### config.mk
export PLATFORM = sky130hd
export DESIGN_NAME = if_id_queue_flat
export DESIGN_NICKNAME = d
export VERILOG_FILES = /design/src/rtl/if_id_queue_if.sv /design/src/rtl/if_id_queue.sv /design/src/flat_wrapper.sv
export SDC_FILE = /design/constraint.sdc
export NUM_CORES = 1
export LEC_CHECK = 0
export ABC_AREA = 1
export BUFFER_PORTS_ARGS = -buffer_cell sky130_fd_sc_hd__buf_2
export CORE_UTILIZATION = 48
export DETAILED_ROUTE_END_ITERATION = 10
export PLACE_DENSITY = 0.74
export SLEW_MARGIN = 20
export SYNTH_ARGS = -nofsm -noshare
export SYNTH_HDL_FRONTEND = slang
export SYNTH_SLANG_ARGS = --single-unit
### constraint.sdc
create_clock -name clk -period 2.4 [get_ports clk]
set_input_delay 0.24 -clock clk [delete_from_list [all_inputs] [get_ports clk]]
set_output_delay 0.24 -clock clk [all_outputs]
set_load 0.1 [all_outputs]
### src/rtl/if_id_queue_if.sv
// if_id_queue_if: fetch-side push channel, flush, decode-side pop channel and
// the occupancy count, bundled between the instruction fetch queue and its
// neighbours.
//   master: the fetch/decode environment (drives pushes, flush, out_ready)
//   slave : the queue itself
interface if_id_queue_if #(
    parameter int W     = 32,
    parameter int DEPTH = 4,
    parameter int CW    = $clog2(DEPTH + 1)
);
    logic          in_valid;
    logic          in_ready;
    logic [W-1:0]  in_pc;
    logic [W-1:0]  in_inst;
    logic          flush;
    logic          out_valid;
    logic          out_ready;
    logic [W-1:0]  out_pc;
    logic [W-1:0]  out_inst;
    logic [CW-1:0] count;

    modport master (
        output in_valid, in_pc, in_inst, flush, out_ready,
        input  in_ready, out_valid, out_pc, out_inst, count
    );

    modport slave (
        input  in_valid, in_pc, in_inst, flush, out_ready,
        output in_ready, out_valid, out_pc, out_inst, count
    );
endinterface

### src/rtl/if_id_queue.sv
// if_id_queue: DEPTH-entry circular FIFO of {pc, inst} pairs between fetch and
// decode. Head entry is presented from registered storage; a flush empties the
// queue in one cycle and drops whatever fetch presents in that cycle.
// Optional macro IFQ_BYPASS_EN: when the queue is empty the incoming pair is
// forwarded combinationally to decode (zero-cycle latency) and, if decode takes
// it in the same cycle, it is never written.
module if_id_queue #(
    parameter int W     = 32,
    parameter int DEPTH = 4,
    parameter int CW    = $clog2(DEPTH + 1)
) (
    input  logic          clk,
    input  logic          rst_n,
    if_id_queue_if.slave  bus
);
    localparam int PW = $clog2(DEPTH);

    logic [PW-1:0]    head_q, head_d;
    logic [PW-1:0]    tail_q, tail_d;
    logic [CW-1:0]    count_q, count_d;
    logic [2*W-1:0]   mem_q [DEPTH];
    logic [DEPTH-1:0] wr_sel;

    logic             not_empty;
    logic             not_full;
    logic             byp_take;
    logic             push_wr;
    logic             pop_mem;
    logic [2*W-1:0]   head_pair;

    assign not_empty = (count_q != '0);
    assign not_full  = (count_q != CW'(DEPTH));
    assign head_pair = mem_q[head_q];

    // in_ready depends only on occupancy, so a full queue refuses a push
    // even when decode pops in the same cycle.
    assign bus.in_ready = not_full;
    assign bus.count    = count_q;

`ifdef IFQ_BYPASS_EN
    logic byp_active;
    // Empty queue with a live input: forward it straight to decode.
    assign byp_active    = rst_n && !not_empty && bus.in_valid && !bus.flush;
    assign byp_take      = byp_active && bus.out_ready;
    assign bus.out_valid = !bus.flush && (not_empty || byp_active);
    assign bus.out_pc    = byp_active ? bus.in_pc   : head_pair[2*W-1:W];
    assign bus.out_inst  = byp_active ? bus.in_inst : head_pair[W-1:0];
`else
    assign byp_take      = 1'b0;
    assign bus.out_valid = not_empty;
    assign bus.out_pc    = head_pair[2*W-1:W];
    assign bus.out_inst  = head_pair[W-1:0];
`endif

    // A pair consumed through the bypass path is never written to storage.
    assign push_wr = bus.in_valid && not_full && !bus.flush && !byp_take;
    assign pop_mem = not_empty && bus.out_ready && !bus.flush;

    // One write strobe per storage slot, selected by the tail pointer.
    generate
        for (genvar gi = 0; gi < DEPTH; gi++) begin : g_wr_sel
            assign wr_sel[gi] = push_wr && (tail_q == PW'(gi));
        end
    endgenerate

    // Next pointer/occupancy; flush overrides any push or pop this cycle.
    always_comb begin
        head_d  = head_q;
        tail_d  = tail_q;
        count_d = count_q;
        if (bus.flush) begin
            head_d  = '0;
            tail_d  = '0;
            count_d = '0;
        end else begin
            if (push_wr) tail_d = tail_q + PW'(1);
            if (pop_mem) head_d = head_q + PW'(1);
            case ({push_wr, pop_mem})
                2'b10:   count_d = count_q + CW'(1);
                2'b01:   count_d = count_q - CW'(1);
                default: count_d = count_q;
            endcase
        end
    end

    // Pointer and occupancy registers.
    always_ff @(posedge clk or negedge rst_n) begin
        if (!rst_n) begin
            head_q  <= '0;
            tail_q  <= '0;
            count_q <= '0;
        end else begin
            head_q  <= head_d;
            tail_q  <= tail_d;
            count_q <= count_d;
        end
    end

    // Entry storage; cleared on reset so no stale pair survives it.
    always_ff @(posedge clk or negedge rst_n) begin
        if (!rst_n) begin
            for (int i = 0; i < DEPTH; i++) mem_q[i] <= '0;
        end else begin
            for (int i = 0; i < DEPTH; i++) begin
                if (wr_sel[i]) mem_q[i] <= {bus.in_pc, bus.in_inst};
            end
        end
    end
endmodule
### src/flat_wrapper.sv
// flat-port wrapper written by rule: the top's interface ports become plain ports
module if_id_queue_flat 
#(
    parameter int W     = 32,
    parameter int DEPTH = 4,
    parameter int CW    = $clog2(DEPTH + 1)
)
  (clk, rst_n, bus_in_valid, bus_in_pc, bus_in_inst, bus_flush, bus_out_ready, bus_in_ready, bus_out_valid, bus_out_pc, bus_out_inst, bus_count);
  if_id_queue_if #(.W(W), .DEPTH(DEPTH), .CW(CW)) bus_i ();
  input  logic clk;
  input  logic rst_n;
  input wire logic [$bits(bus_i.in_valid)-1:0] bus_in_valid;
  input wire logic [$bits(bus_i.in_pc)-1:0] bus_in_pc;
  input wire logic [$bits(bus_i.in_inst)-1:0] bus_in_inst;
  input wire logic [$bits(bus_i.flush)-1:0] bus_flush;
  input wire logic [$bits(bus_i.out_ready)-1:0] bus_out_ready;
  output wire logic [$bits(bus_i.in_ready)-1:0] bus_in_ready;
  output wire logic [$bits(bus_i.out_valid)-1:0] bus_out_valid;
  output wire logic [$bits(bus_i.out_pc)-1:0] bus_out_pc;
  output wire logic [$bits(bus_i.out_inst)-1:0] bus_out_inst;
  output wire logic [$bits(bus_i.count)-1:0] bus_count;
  assign bus_i.in_valid = bus_in_valid;
  assign bus_i.in_pc = bus_in_pc;
  assign bus_i.in_inst = bus_in_inst;
  assign bus_i.flush = bus_flush;
  assign bus_i.out_ready = bus_out_ready;
  assign bus_in_ready = bus_i.in_ready;
  assign bus_out_valid = bus_i.out_valid;
  assign bus_out_pc = bus_i.out_pc;
  assign bus_out_inst = bus_i.out_inst;
  assign bus_count = bus_i.count;
  if_id_queue #(.W(W), .DEPTH(DEPTH), .CW(CW)) u_core (.clk(clk), .rst_n(rst_n), .bus(bus_i));
endmodule
==> key figures <==
Critical path
  – Slowest-stage cell, CP: bufbuf_16
  – Worst path cell trace: bufbuf_16 > nor2_1 > o22ai_2 > buf_12
  – Reg2reg path depth: 13
  – Worst path max stage delay: 0.49 ns
  – Critical path buffer and inverter count: 2
  – Critical Path Source Type: flop
  – Worst EP required: 2.16 ns
  – CP max FO: 64
  – Crit. End Element: primary output
  – Crit path arrival time: 2.07 ns
  – Reg-to-reg slack, setup: 0.39 ns
  – Number of cells on the critical path: 4
  – Top delay family on crit path: buffers and inverters
  – WS Path Type: reg -> out

CTS
  – Clk sinks: 263
  – Post-CTS Setup Bufs: 0
  – Max clock buf depth: 3
  – Clock latency on the worst-skew pair: 0.53 ns
  – Cts bufs inserted: 28
  – Worst-path clk slew: 0.06 ns
  – Root buffer cell: clkbuf_16
  – CTS tree: yes
  – H-tree levels: 1

Run status
  – Status: complete, no violations

Synthesis
  – Cells after Synth: 1312
  – Synth Cell Area: 12110 µm²
  – Post-synth top flop: dfrtp_1
  – Synth area leader: dfrtp_1
  – Synth top area share: 0.5435
  – Most common cell in the synthesized netlist: nand2_1
  – Seq/Total Area, Yosys: 0.5435
  – Synth warn: 0
  – Mapped Avg Cell Area: 9.230 µm²
  – FF+latch count, synth: 263
  – Commonest cells post-synth: nand2_1, dfrtp_1, o21ai_1
  – Unique masters post-synth: 24
  – Top cells by area, synth: dfrtp_1, nand2_1, o21ai_2, o21ai_1, o21ai_0
  – Number of flops mapped to enable cells by yosys: 0
  – Syn_nets: 1386
  – Asr flop ratio synth: 1.000

STA
  – Final Setup Violations: 0
  – FMAX: 433.4 MHz
  – Hold Fails Final Rpt: 0
  – Worst-Margin Slew: 0.5681 ns
  – Relative slew slack: 0.6213
  – Period minus WS final: 2.308 ns
  – Unrepaired setup endpoints after global routing: false
  – Clock skew: 0.009862 ns
  – Period Utilization, post-route: 0.9615
  – Final Slew Violations: 0

Global routing
  – First-pass GRT wire length: 47760 µm
  – Tot GR Track Use: 0.2274
  – Congestion Overflow GR: 0
  – Initial antenna violation count: 1
  – Number of global-route vias before repair: 9190
  – Largest net degree at the start of global routing: 69

Cells and area
  – Nets@finish: 1488
  – Share of cells above drive strength 1: 0.2716
  – Design area: 15310 µm²
  – Area grow syn2layout: 26.41%

Hold path
  – Cell count of the worst hold path: 3
  – Min-Delay Path Class: in -> reg

Floorplanning
  – Die area: 25870 µm²
  – Initial cell density of the core: 0.4936
  – Die H: 160.8 µm
  – Core Region: 24530 µm²
  – Ports: 138
  – Cell Rows: 57
  – Die Wd: 160.8 µm

Drt
  – Detailed Routing Iterations Pass 1: 5
  – DR iter-0 viols: 709
  – Via total after detailed routing: 9484
  – Avg Vias per Cell: 5.386
  – Routed WL: 28750 µm
  – Post-DRT Antenna Nets: 0
  – DRC: 0
  – Routed length per instance: 16.33 µm

Place
  – Final HPWL DP: 16930 µm
  – GPL Wtd Cong: 0.7814
  – Cell Area, Placed: 14170 µm²
  – IO Port Bufs: 137

Job
  – Total of max-cap violations: 0
worst paths after layout:
check,end,start
max,bus_out_pc[3],u_core.head_q[0]
min,u_core.mem_q[101],bus_in_pc[5]
max reg2reg,u_core.bus.count[2],u_core.bus.count[1]
min reg2reg,u_core.mem_q[166],u_core.mem_q[166]
max in group asynchronous,u_core.mem_q[233],rst_n
min in group asynchronous,u_core.mem_q[16],rst_n
layer usage:
metal | routed length [µm] | GRT usage | share of wire
met5 | 0 | 0 | 0
met4 | 461 | 0.05403 | 0.016
met3 | 1631 | 0.02712 | 0.057
met2 | 13840 | 0.3760 | 0.48
met1 | 12830 | 0.3208 | 0.45
state kept, by name, indices dropped and copies added (netlist names):
| register | cells |
|---|---|
| u_core.tail_q | 2 |
| u_core.mem_q | 256 |
| u_core.head_q | 2 |
| u_core.bus.count | 3 |
cell type report:
type,instances,area [µm²]
multi-input cells,877,4823
inverters,74,290.3
repair buffers,170,2198
diodes,1,2.502
flip-flops and latches,263,6590
clock buffers,41,860.8
fillers,2019,9226
clock inverters,11,136.4
well taps,324,405.4
placed cells by master, fill, tap and decap left out, types with 4 or more instances in the layout:
| cell | netlist | layout |
|---|---|---|
| nand2_4 | 5 | 5 |
| buf_8 | 4 | 4 |
| clkbuf_16 | 0 | 29 |
| o22ai_2 | 0 | 64 |
| buf_4 | 0 | 5 |
| buf_12 | 0 | 79 |
| clkbuf_8 | 0 | 9 |
| nor2_1 | 129 | 129 |
| o21ai_2 | 97 | 97 |
| ha_1 | 4 | 4 |
| nand2_1 | 278 | 277 |
| buf_2 | 17 | 72 |
| dfrtp_1 | 263 | 258 |
| dlygate4sd3_1 | 0 | 6 |
| clkinv_2 | 0 | 6 |
| o21ai_0 | 132 | 132 |
| dfrtp_2 | 0 | 4 |
| inv_1 | 72 | 71 |
| o21ai_1 | 159 | 159 |
what timing repair did:
item / CTS / global route
setup endpoints to repair: 6 / 38
gates resized for setup: 4 / 7
hold buffers: 6 / 0
cloned: 1 / 0
endpoints found under the hold margin: 69 / 0
worst min-delay path: cells and delay by family:
kind / cells / cell delay, ns
buf+inv: 2 / 0.14
compound gates: 1 / 0.13
cells by family after synthesis:
kind of cell / after synthesis / share of synthesized area
AO/OA/AOI/OAI: 456 / 0.2254
AND/OR/NAND/NOR: 415 / 0.1332
flip-flops: 263 / 0.5435
buffers and inverters: 172 / 0.09144
adder cells (fa/ha/maj): 5 / 0.005787
XOR/XNOR: 1 / 0.0007234
stage by stage:
step	cells	setup TNS, ns	hold slack, ns	setup WS [ns]	util
after CTS	1760	0	0.0002592	0.001390	0.6227
final	1761	0	0.01481	0.09243	0.6239
after detailed placement	1701	0	0.2503	0.4046	0.5775
after floorplan	1312	-0.1361	-0.05559	-0.1361	-
after global placement	1701	0	0.2468	0.4601	0.5775
after global routing	1760	0	0.02332	0.00008216	0.6238
Power is left out: the tool's default activity adds up to more than one toggle a clock period on the data nets, which glitch-free logic cannot reach.
